**src/rtl/lru_pkg.sv**
```systemverilog
// Shared definitions for the LRU replacement unit: request opcodes and FSM state type.
package lru_pkg;

    localparam logic [1:0] LRU_PEEK  = 2'b00;
    localparam logic [1:0] LRU_TOUCH = 2'b01;
    localparam logic [1:0] LRU_ALLOC = 2'b10;
    localparam logic [1:0] LRU_INVAL = 2'b11;

    typedef enum logic {
        ST_INIT = 1'b0,
        ST_RUN  = 1'b1
    } lru_state_t;

endpackage

```
**src/rtl/lru_replacer_if.sv**
```systemverilog
// Request/response bundle between a cache controller (master) and the LRU unit (slave).
interface lru_replacer_if #(
    parameter int NUM_WAYS = 4,
    parameter int NUM_SETS = 128
);
    localparam int WAY_BITS   = $clog2(NUM_WAYS);
    localparam int INDEX_BITS = $clog2(NUM_SETS);

    logic                  req_valid;
    logic                  req_ready;
    logic [1:0]            req_op;
    logic [INDEX_BITS-1:0] req_index;
    logic [WAY_BITS-1:0]   req_way;
    logic [NUM_WAYS-1:0]   req_valid_ways;
    logic                  resp_valid;
    logic [WAY_BITS-1:0]   resp_way;
    logic                  resp_was_invalid;
    logic                  init_done;

    modport master (
        output req_valid, req_op, req_index, req_way, req_valid_ways,
        input  req_ready, resp_valid, resp_way, resp_was_invalid, init_done
    );

    modport slave (
        input  req_valid, req_op, req_index, req_way, req_valid_ways,
        output req_ready, resp_valid, resp_way, resp_was_invalid, init_done
    );

endinterface

```
**src/rtl/lru_age_update.sv**
```systemverilog
// Combinational next-age computation for one set: promote on TOUCH/ALLOC, demote on INVAL.
module lru_age_update
    import lru_pkg::*;
#(
    parameter int NUM_WAYS = 4,
    parameter int WAY_BITS = $clog2(NUM_WAYS)
) (
    input  logic [NUM_WAYS-1:0][WAY_BITS-1:0] age_in,
    input  logic [1:0]                        op,
    input  logic [WAY_BITS-1:0]               way,
    output logic [NUM_WAYS-1:0][WAY_BITS-1:0] age_out
);

    localparam logic [WAY_BITS-1:0] AGE_MRU = WAY_BITS'(NUM_WAYS - 1);

    logic [WAY_BITS-1:0] ref_age;
    assign ref_age = age_in[way];

    // Permutation invariant means the +/-1 below never wraps.
    generate
        for (genvar gi = 0; gi < NUM_WAYS; gi++) begin : g_way
            logic [WAY_BITS-1:0] age_next;

            always_comb begin
                age_next = age_in[gi];
                case (op)
                    LRU_TOUCH, LRU_ALLOC: begin
                        if (way == WAY_BITS'(gi))
                            age_next = AGE_MRU;
                        else if (age_in[gi] > ref_age)
                            age_next = age_in[gi] - 1'b1;
                    end
                    LRU_INVAL: begin
                        if (way == WAY_BITS'(gi))
                            age_next = '0;
                        else if (age_in[gi] < ref_age)
                            age_next = age_in[gi] + 1'b1;
                    end
                    default: age_next = age_in[gi];
                endcase
            end

            assign age_out[gi] = age_next;
        end
    endgenerate

endmodule

```
**src/rtl/lru_replacer.sv**
```systemverilog
// True-LRU replacement unit: per-set age vectors, one request per cycle, 1-cycle response,
// invalid-way-first victim selection and a self-initialising sweep after reset.
module lru_replacer
    import lru_pkg::*;
#(
    parameter int NUM_WAYS   = 4,
    parameter int NUM_SETS   = 128,
    parameter int WAY_BITS   = $clog2(NUM_WAYS),
    parameter int INDEX_BITS = $clog2(NUM_SETS)
) (
    input  logic           clk,
    input  logic           rst_n,
    lru_replacer_if.slave  bus
);

    typedef logic [NUM_WAYS-1:0][WAY_BITS-1:0] age_vec_t;

    age_vec_t age_mem [NUM_SETS];

    lru_state_t            state_reg;
    logic [INDEX_BITS-1:0] sweep_cnt_reg;
    logic                  ready_reg;
    logic                  init_done_reg;

    logic                  s2_valid_reg;
    logic [1:0]            s2_op_reg;
    logic [INDEX_BITS-1:0] s2_index_reg;
    logic [WAY_BITS-1:0]   s2_way_reg;
    logic [NUM_WAYS-1:0]   s2_mask_reg;

    age_vec_t            cur_age;
    age_vec_t            new_age;
    age_vec_t            init_vec;
    logic [WAY_BITS-1:0] lru_way;
    logic [WAY_BITS-1:0] first_invalid;
    logic                set_full;
    logic [WAY_BITS-1:0] sel_way;
    logic                was_invalid;

    always_ff @(posedge clk or negedge rst_n) begin
        if (!rst_n) begin
            state_reg     <= ST_INIT;
            sweep_cnt_reg <= '0;
            ready_reg     <= 1'b0;
            init_done_reg <= 1'b0;
        end else begin
            case (state_reg)
                ST_INIT: begin
                    sweep_cnt_reg <= sweep_cnt_reg + 1'b1;
                    if (sweep_cnt_reg == INDEX_BITS'(NUM_SETS - 1)) begin
                        state_reg     <= ST_RUN;
                        ready_reg     <= 1'b1;
                        init_done_reg <= 1'b1;
                    end
                end
                default: state_reg <= ST_RUN;
            endcase
        end
    end

    always_ff @(posedge clk or negedge rst_n) begin
        if (!rst_n) begin
            s2_valid_reg <= 1'b0;
            s2_op_reg    <= LRU_PEEK;
            s2_index_reg <= '0;
            s2_way_reg   <= '0;
            s2_mask_reg  <= '0;
        end else begin
            s2_valid_reg <= bus.req_valid && ready_reg;
            if (bus.req_valid && ready_reg) begin
                s2_op_reg    <= bus.req_op;
                s2_index_reg <= bus.req_index;
                s2_way_reg   <= bus.req_way;
                s2_mask_reg  <= bus.req_valid_ways;
            end
        end
    end

    generate
        for (genvar gi = 0; gi < NUM_WAYS; gi++) begin : g_init
            assign init_vec[gi] = WAY_BITS'(gi);
        end
    endgenerate

    assign cur_age  = age_mem[s2_index_reg];
    assign set_full = &s2_mask_reg;

    always_comb begin
        lru_way = '0;
        for (int i = 0; i < NUM_WAYS; i++) begin
            if (cur_age[i] == '0)
                lru_way = WAY_BITS'(i);
        end
    end

    // Scan downward so the lowest-numbered invalid way wins.
    always_comb begin
        first_invalid = '0;
        for (int i = NUM_WAYS - 1; i >= 0; i--) begin
            if (!s2_mask_reg[i])
                first_invalid = WAY_BITS'(i);
        end
    end

    always_comb begin
        sel_way     = s2_way_reg;
        was_invalid = 1'b0;
        case (s2_op_reg)
            LRU_PEEK:  sel_way = lru_way;
            LRU_ALLOC: begin
                sel_way     = set_full ? lru_way : first_invalid;
                was_invalid = !set_full;
            end
            default:   sel_way = s2_way_reg;
        endcase
    end

    lru_age_update #(
        .NUM_WAYS (NUM_WAYS),
        .WAY_BITS (WAY_BITS)
    ) u_age_update (
        .age_in  (cur_age),
        .op      (s2_op_reg),
        .way     (sel_way),
        .age_out (new_age)
    );

    // Write lands at the end of stage 2, so a back-to-back request to the same set reads it.
    always_ff @(posedge clk) begin
        if (state_reg == ST_INIT)
            age_mem[sweep_cnt_reg] <= init_vec;
        else if (s2_valid_reg && s2_op_reg != LRU_PEEK)
            age_mem[s2_index_reg] <= new_age;
    end

    assign bus.req_ready        = ready_reg;
    assign bus.init_done        = init_done_reg;
    assign bus.resp_valid       = s2_valid_reg;
    assign bus.resp_way         = s2_valid_reg ? sel_way : '0;
    assign bus.resp_was_invalid = s2_valid_reg && was_invalid;

endmodule

```
**src/flat_wrapper.sv**
```systemverilog
// flat-port wrapper written by rule: the top's interface ports become plain ports
module lru_replacer_flat import lru_pkg::*;
#(
    parameter int NUM_WAYS   = 4,
    parameter int NUM_SETS   = 128,
    parameter int WAY_BITS   = $clog2(NUM_WAYS),
    parameter int INDEX_BITS = $clog2(NUM_SETS)
)
  (clk, rst_n, bus_req_valid, bus_req_op, bus_req_index, bus_req_way, bus_req_valid_ways, bus_req_ready, bus_resp_valid, bus_resp_way, bus_resp_was_invalid, bus_init_done);
  lru_replacer_if #(.NUM_WAYS(NUM_WAYS), .NUM_SETS(NUM_SETS)) bus_i ();
  input  logic clk;
  input  logic rst_n;
  input wire logic [$bits(bus_i.req_valid)-1:0] bus_req_valid;
  input wire logic [$bits(bus_i.req_op)-1:0] bus_req_op;
  input wire logic [$bits(bus_i.req_index)-1:0] bus_req_index;
  input wire logic [$bits(bus_i.req_way)-1:0] bus_req_way;
  input wire logic [$bits(bus_i.req_valid_ways)-1:0] bus_req_valid_ways;
  output wire logic [$bits(bus_i.req_ready)-1:0] bus_req_ready;
  output wire logic [$bits(bus_i.resp_valid)-1:0] bus_resp_valid;
  output wire logic [$bits(bus_i.resp_way)-1:0] bus_resp_way;
  output wire logic [$bits(bus_i.resp_was_invalid)-1:0] bus_resp_was_invalid;
  output wire logic [$bits(bus_i.init_done)-1:0] bus_init_done;
  assign bus_i.req_valid = bus_req_valid;
  assign bus_i.req_op = bus_req_op;
  assign bus_i.req_index = bus_req_index;
  assign bus_i.req_way = bus_req_way;
  assign bus_i.req_valid_ways = bus_req_valid_ways;
  assign bus_req_ready = bus_i.req_ready;
  assign bus_resp_valid = bus_i.resp_valid;
  assign bus_resp_way = bus_i.resp_way;
  assign bus_resp_was_invalid = bus_i.resp_was_invalid;
  assign bus_init_done = bus_i.init_done;
  lru_replacer #(.NUM_WAYS(NUM_WAYS), .NUM_SETS(NUM_SETS), .WAY_BITS(WAY_BITS), .INDEX_BITS(INDEX_BITS)) u_core (.clk(clk), .rst_n(rst_n), .bus(bus_i));
endmodule
```
**config.mk**
```make
export PLATFORM = sky130hd
export DESIGN_NAME = lru_replacer_flat
export DESIGN_NICKNAME = d
export VERILOG_FILES = /design/src/rtl/lru_pkg.sv /design/src/rtl/lru_replacer_if.sv /design/src/rtl/lru_age_update.sv /design/src/rtl/lru_replacer.sv /design/src/flat_wrapper.sv
export SDC_FILE = /design/constraint.sdc
export NUM_CORES = 1
export LEC_CHECK = 0
export BUFFER_PORTS_ARGS = -buffer_cell sky130_fd_sc_hd__buf_4
export CAP_MARGIN = 20
export CORE_MARGIN = 2
export CORE_UTILIZATION = 55
export CTS_CLUSTER_DIAMETER = 50
export CTS_CLUSTER_SIZE = 28
export DETAILED_ROUTE_END_ITERATION = 7
export GPL_TIMING_DRIVEN = 0
export PLACE_DENSITY = 0.76
export SLEW_MARGIN = 10
export SYNTH_ARGS = -nofsm -noshare
export SYNTH_HDL_FRONTEND = slang
export SYNTH_SLANG_ARGS = --single-unit
export TNS_END_PERCENT = 30
```
**constraint.sdc**
```tcl
create_clock -name clk -period 14.5 [get_ports clk]
set_clock_uncertainty 0.2 [all_clocks]
set_input_delay 2.9 -clock clk [delete_from_list [all_inputs] [get_ports clk]]
set_output_delay 2.9 -clock clk [all_outputs]
set_load 0.005 [all_outputs]
```
==> impl_results.md, run 1 <==
* Initial antenna violation count at 2
* Syn Inst Count at 2060
* Worst path top cell family by delay: buffers and inverters
* F_max at 0.0960 GHz
* Drt total wl at 126000 um
* Pre-CTS setup slack at 5.05 ns
* Resize count post-CTS at 0
* Mapped Area at 42000 sq um
* Final non-filler cell total at 3255
* Die H at ~280 um
* Max Slew Vio Count at 0
* Wire per inst at about 39 um
* Post-DP HPWL at around 83000 um
* Pin count of the biggest net entering global routing at between 70 and 80
* Clk_lat worst skew at 0.70 ns
* RD Place Congestion at approximately 0.99
* Slew HR at 12.1%
* Worst-Margin Slew at around 1.3 ns
* Synth Net Count at 2089
* Most used flip-flop cell after synthesis: edfxtp_1
* Die W at around 280 um
* Initial Util at 55.4%
* Worst-path maximum fanout at 10
* # IOs at 24
* First-pass GRT wire length at 173000 um
* Placed cells at 3086
* Clock sinks at 1049
* Tcrit/Tclk final at a little under three quarters
* Total power at 0.00584 W
* Pleak at 13.7 nW
* Synth Area per Inst at 20.4 sq um
* Vias in the first global route at 22.3k
* Layout fillers at a little over 5k
* Core footprint at around 76000 sq um
* Crit path cell chain: buf_2, buf_4, buf_2, buf_2, buf_2, mux4_2, mux2i_1, a22o_1, a221oi_1, inv_1, ha_1, nor2b_1, o31ai_1, nand2_1, a31oi_1, nor2_1, buf_4
* Worst r2r path cells at 27
* Hold WS at about 0.33 ns
* CP max stage cell: a221oi_1
* Via count at 22.9k
* DR iter-0 viols at 3623
* Crit end category: output port
* Worst path max stage delay at between 0.8 and 0.9 ns
* CP Launch Type: flop
* Cell variety after synth at 71
* Area growth, synth to finish at 12.2%
* WP data required at approximately 11 ns
* Most used cell, CP: buf_2
* CTS Buf Count at 89
* Drt first pass iters at 6
* Status: finished, final reports clean
* FF/Latch Area at 31400 sq um
* Net count, final at 2231
* Overflow left after global routing at 0
* Cell area power density at around 120 nW/um^2
* Worst Hold Class: flop to flop
* Stages on worst setup path at 17
* Crit path buf inv count at 7
* Number of synthesized flops with an enable pin at 1024
* Die footprint at 78600 sq um
* Critical path arrival at 7.31 ns
* Residual DRC at 0
* Yosys warnings at 0
* Worst-path clk slew at approximately 0.080 ns
* Max FFs per register at about 1k
* PortBufs at 23
* RR Endpoint: u_core.age_mem[124][0]$_DFFE_PP_
* Kind of critical path: flop to output port
* Sequential share of the synthesized area at 74.7%
* Max_cap viols at 0
* Layout cell share with drive strength beyond 1 at 26.3%
* Htree depth at 3
* Post-CTS setup buffers at 0
* CTS tree: done
* Gr usage total at 32.6%
* Post-CTS Hold Buffers at 0
* Setup Viol. Count Final at 0
* VDD IR max at 107 uV
* Vias per Instance at approximately 7.0
* Rows at 101
* FF-to-FF setup slack at about 4.8 ns
* Worst Setup SP: u_core.s2_index_reg[2]$_DFFE_PN0P_
* Critical register-to-register path startpoint: u_core.s2_index_reg[2]$_DFFE_PN0P_
* Seq cells post-synth at 1049
* Final Hold Vio Count at 0
* Routed Antenna Nets at 0
* Share of flip-flops with an asynchronous set or reset at roughly 2.4%
* RSZ-0062 raised after global routing: false
* Root Driver: clkbuf_16
* PnR worst setup slack at 4.09 ns
* Fin crit period at roughly 10 ns
* Crit path to: bus_resp_way[0]
* Bufs on Longest Clock Path at 3
* Multi-input gate area at 9960 sq um
-- layout by cell type (no fill, tap or decap), drive strengths merged, types with 5 or more instances in the layout --
cell type,netlist,final
dfrtp,25,25
nand2b,13,13
ha,11,11
clkinv,1,30
inv,25,61
clkinvlp,0,6
nor2b,9,9
clkbuf,27,118
nor2,160,160
o22ai,9,9
a31oi,18,18
edfxtp,1024,1024
a221oi,5,5
o211ai,9,9
a221o,9,9
a21oi,19,19
nand3b,6,6
o31ai,7,7
and2,5,5
mux2i,74,74
or3,5,5
a32oi,5,5
nand3,17,17
nand2,77,77
nor3,17,17
a2111oi,5,5
xnor2,9,9
buf,83,134
mux4,269,269
nand4,5,5
mux2,17,17
a22oi,14,14
o21ai,27,27
-- worst min path at each step --
| stage | from | end | slack, ns | depth (start not counted) |
|---|---|---|---|---|
| 2_1_floorplan | u_core.s2_way_reg[0]$_DFFE_PN0P_ | u_core.s2_way_reg[0]$_DFFE_PN0P_ | 0.28 | 1 |
| 3_3_place_gp | u_core.s2_way_reg[1]$_DFFE_PN0P_ | u_core.s2_way_reg[1]$_DFFE_PN0P_ | 0.30 | 1 |
| 3_5_place_dp | u_core.s2_way_reg[0]$_DFFE_PN0P_ | u_core.s2_way_reg[0]$_DFFE_PN0P_ | 0.31 | 1 |
| 4_1_cts | u_core.s2_way_reg[0]$_DFFE_PN0P_ | u_core.s2_way_reg[0]$_DFFE_PN0P_ | 0.33 | 1 |
| 5_1_grt | u_core.s2_way_reg[0]$_DFFE_PN0P_ | u_core.s2_way_reg[0]$_DFFE_PN0P_ | 0.35 | 1 |
| 6_report | u_core.s2_way_reg[0]$_DFFE_PN0P_ | u_core.s2_way_reg[0]$_DFFE_PN0P_ | 0.33 | 1 |
-- through the flow --
stage / utilization, % / TNS, ns / instance area, sq um
after floorplan: - / 0 / 42000
after global placement: 57.2 / -598.43 / 43400
after detailed placement: 57.9 / 0 / 43900
after CTS: 62.1 / 0 / 47100
after global routing: 62.1 / 0 / 47100
final: 62.1 / 0 / 47100
-- where the power goes --
group | internal (W) | switching [W] | leakage, nW | total, W
logic | 0.00000294 | 0.00000340 | 3.52 | 0.00000635
clock network | 0.00128 | 0.00128 | 1.53 | 0.00256
registers | 0.00327 | 0 | 8.70 | 0.00327
total | 0.00455 | 0.00129 | 13.7 | 0.00584
-- cell families after synthesis --
| group | share of synthesized area [%] |
|---|---|
| flops | 74.7 |
| mux | 16.7 |
| simple gates | 3.56 |
| compound gates | 2.70 |
| buf+inv | 1.75 |
| fa+ha+maj | 0.423 |
| xor+xnor | 0.188 |
-- synthesized netlist by cell type (11+ instances only) --
cell type	n	area [sq um]
a21oi_1	19	95.1
dfrtp_1	25	626
a22oi_1	14	105
buf_4	23	173
mux2_2	17	191
nand2b_1	13	81.3
a31oi_1	18	113
edfxtp_1	1024	30700
o21ai_0	25	125
buf_2	46	230
clkbuf_1	27	101
nor2_1	159	597
mux4_2	268	6040
nand3_1	15	75.1
nand2_1	77	289
nor3_1	17	85.1
ha_1	11	138
inv_1	24	90.1
mux2i_1	74	741
-- layer usage --
| layer | routed length (um) | track usage (%) | share of wire, % | up-vias |
|---|---|---|---|---|
| met3 | 15900 | 9.73 | 13 | 322 |
| met4 | 6440 | 14.2 | 5.1 | 2 |
| li1 | - | - | - | 8809 |
| met5 | 30 | 0 | 0.024 | - |
| met1 | 46000 | 45.0 | 37 | 12100 |
| met2 | 57400 | 49.0 | 46 | 1709 |
-- final cells by class --
| cell class | count | share of cell area (%) |
|---|---|---|
| well taps | 978 | 2.60 |
| clock inverters | 74 | 2.04 |
| flip-flops and latches | 1049 | 66.6 |
| diodes | 1 | 0.00531 |
| plain buffers | 110 | 1.36 |
| clock buffers | 91 | 4.74 |
| repair buffers | 51 | 1.30 |
| inverters | 26 | 0.207 |
| multi-input cells | 875 | 21.1 |
No activity file was read; power rests on OpenSTA's default activity.
==> inputs of run 2 (changes only) <==
clock period = 10.8 ns   (was 14.5 ns; I/O delays follow)
==> run 2 against run 1 <==
  * Final area up 0.44%
  * Count of clock-buffer cells in the layout rose by 11
  * Sequential share of layout area shrank 0.29 points
  * Final cell count increased by 0.61%
  * Routed wire length grew 0.12%
  * Non-clock buffer count rose by 3
  * Clock power rose by 42%
  * Critical path type is now flop to flop
==> impl_results.md, run 2 (synthesis gave the netlist of run 1 again) <==
* Worst-path maximum fanout at 16 (+6)
* F_max at 0.0985 GHz
* RD Place Congestion at 1.04 (+5.3%)
* Clk_lat worst skew at 0.70 ns (about the same)
* Post-CTS Hold Buffers at 0 (unchanged)
* Gr usage total at 32.5% (-0.12 points)
* VDD IR max at 141 uV (+31%)
* Area growth, synth to finish at 12.7%
* CTS tree: done
* Most used cell, CP: buf_4
* Max_cap viols at 0 (unchanged)
* Slew HR at 8.43% (-3.6 points)
* Overflow left after global routing at 0 (unchanged)
* CTS Buf Count at 96 (+7.9%)
* Hold WS at 0.331 ns (+0.000536 ns)
* Rows at 101 (unchanged)
* Worst path max stage delay at 1.00 ns (+0.11 ns)
* Commonest non-fill, non-tap cell in the layout: edfxtp_1
* Fin Setup TNS at 0 ns (unchanged)
* Setup Viol. Count Final at 0 (unchanged)
* Pre-CTS setup slack at 1.10 ns (-3.95 ns)
* Die H at 280 um (unchanged)
* Resize count post-CTS at 0 (unchanged)
* Die W at 280 um (unchanged)
* CP max stage cell: a221oi_1
* Drt total wl at 126000 um (+0.12%)
* PortBufs at 23 (unchanged)
* Fin crit period at a little over 10 ns
* Vias in the first global route at 22.4k (+0.36%)
* First-pass GRT wire length at 174000 um (+0.21%)
* Final Hold Vio Count at 0 (unchanged)
* Status: finished, final reports clean
* Max FFs per register at 1024 (unchanged)
* Pleak at 13.9 nW (+0.93%)
* RSZ-0062 raised after global routing: false
* Post-DP HPWL at 82300 um (-1.2%)
* Htree depth at 3 (unchanged)
* Via count at 23.3k (+1.6%)
* Root Driver: clkbuf_16
* Cell area power density at 170 nW/um^2 (+37%)
* Core footprint at 75800 sq um (unchanged)
* Crit end category: flop
* Post-CTS setup buffers at 0 (unchanged)
* Residual DRC at 0 (unchanged)
* Bufs on Longest Clock Path at 3 (unchanged)
* Most frequent cells in the layout: edfxtp_1 (1024), mux4_2 (268), nor2_1 (159)
* Initial Util at 55.4% (unchanged)
* Tcrit/Tclk final at 94.0%
* Layout cell share with drive strength beyond 1 at 26.9% (+0.60 points)
* WP data required at 11.11 ns (-0.29 ns)
* Routed Antenna Nets at 0 (unchanged)
* Die footprint at 78600 sq um (unchanged)
* # IOs at 24 (unchanged)
* Worst Hold Class: flop to flop
* Total power at 0.00803 W (+38%)
* Wire per inst at 38.5 um (-0.49%)
* Worst-path clk slew at 0.07 ns (about the same)
* Net count, final at 2241 (+0.45%)
* Max Slew Vio Count at 0 (unchanged)
* Initial antenna violation count at 8 (+6)
* Worst-Margin Slew at 1.37 ns (+0.0544 ns)
* PnR worst setup slack at 0.649 ns (-3.44 ns)
* Critical path arrival at 10.47 ns (+3.16 ns)
* Clock sinks at 1049 (unchanged)
* Kind of critical path: flop to flop
* Vias per Instance at 7.10 (+0.98%)
* DR iter-0 viols at 4131 (+14%)
* CP Launch Type: flop
* Pin count of the biggest net entering global routing at 81 (+2.5%)
* Drt first pass iters at 8 (+2)
run 2: cell count changes in the layout (fill, tap and decap cells not counted), sizes merged:
| cell | delta |
|---|---|
| clkinvlp | +1 |
| bufinv | +3 |
| clkinv | +2 |
| buf | +3 |
| clkbuf | +11 |
run 2: cell type report:
class	count	area [sq um]
inverter	26	97.6
timing repair buffer	54	604
antenna	1	2.50
clock inverter	80	941
tap	978	1220
clock buffer	102	2470
fill	5071	28500
multi-input combinational	875	9960
buffer	110	642
sequential	1049	31400
run 2: final timing paths:
kind	start	endpoint	slack, ns	cells past startpoint
max in group asynchronous	rst_n	u_core.s2_index_reg[5]$_DFFE_PN0P_	8.84	1
worst min register to register	u_core.s2_way_reg[0]$_DFFE_PN0P_	u_core.s2_way_reg[0]$_DFFE_PN0P_	0.33	1
worst min-delay path	u_core.s2_way_reg[0]$_DFFE_PN0P_	u_core.s2_way_reg[0]$_DFFE_PN0P_	0.33	1
min in group asynchronous	rst_n	u_core.s2_index_reg[0]$_DFFE_PN0P_	1.23	1
worst max-delay path	u_core.s2_index_reg[2]$_DFFE_PN0P_	u_core.age_mem[25][0]$_DFFE_PP_	0.65	28
worst max register to register	u_core.s2_index_reg[2]$_DFFE_PN0P_	u_core.age_mem[25][0]$_DFFE_PP_	0.65	28
run 2: critical path, delay by kind of cell (launching register included):
kind                       cells  cell delay (ns)
AOI/OAI and AO/OA              6             2.32
adders and majority gates      3             1.01
buffers and inverters         14             4.61
DFF                            1             0.52
muxes                          2             0.60
and+or+nand+nor                3             0.64
run 2: per-stage QoR:
stage               instance area [sq um]  utilization, %  std cells
floorplan                           42000               -       2060
global placement                    43400            57.2       3061
detailed placement                  43800            57.8       3085
CTS                                 47200            62.3       3267
global route                        47300            62.4       3274
finish                              47300            62.4       3275
run 2: power breakdown:
part           switching, W   total [W]  internal, W  leakage [nW]
Clock               0.00172     0.00363      0.00191          1.65
Combinational    0.00000436  0.00000831   0.00000394          3.52
Sequential                0     0.00439      0.00439          8.70
Total               0.00173     0.00803      0.00630          13.9
run 2: routing by layer:
metal	vias to the layer above	GRT usage [%]	routed length [um]
met4	6	14.1	6400
li1	8860	-	-
met3	310	9.08	16900
met1	12200	45.1	45100
met2	1921	48.9	57400
met5	-	0	61
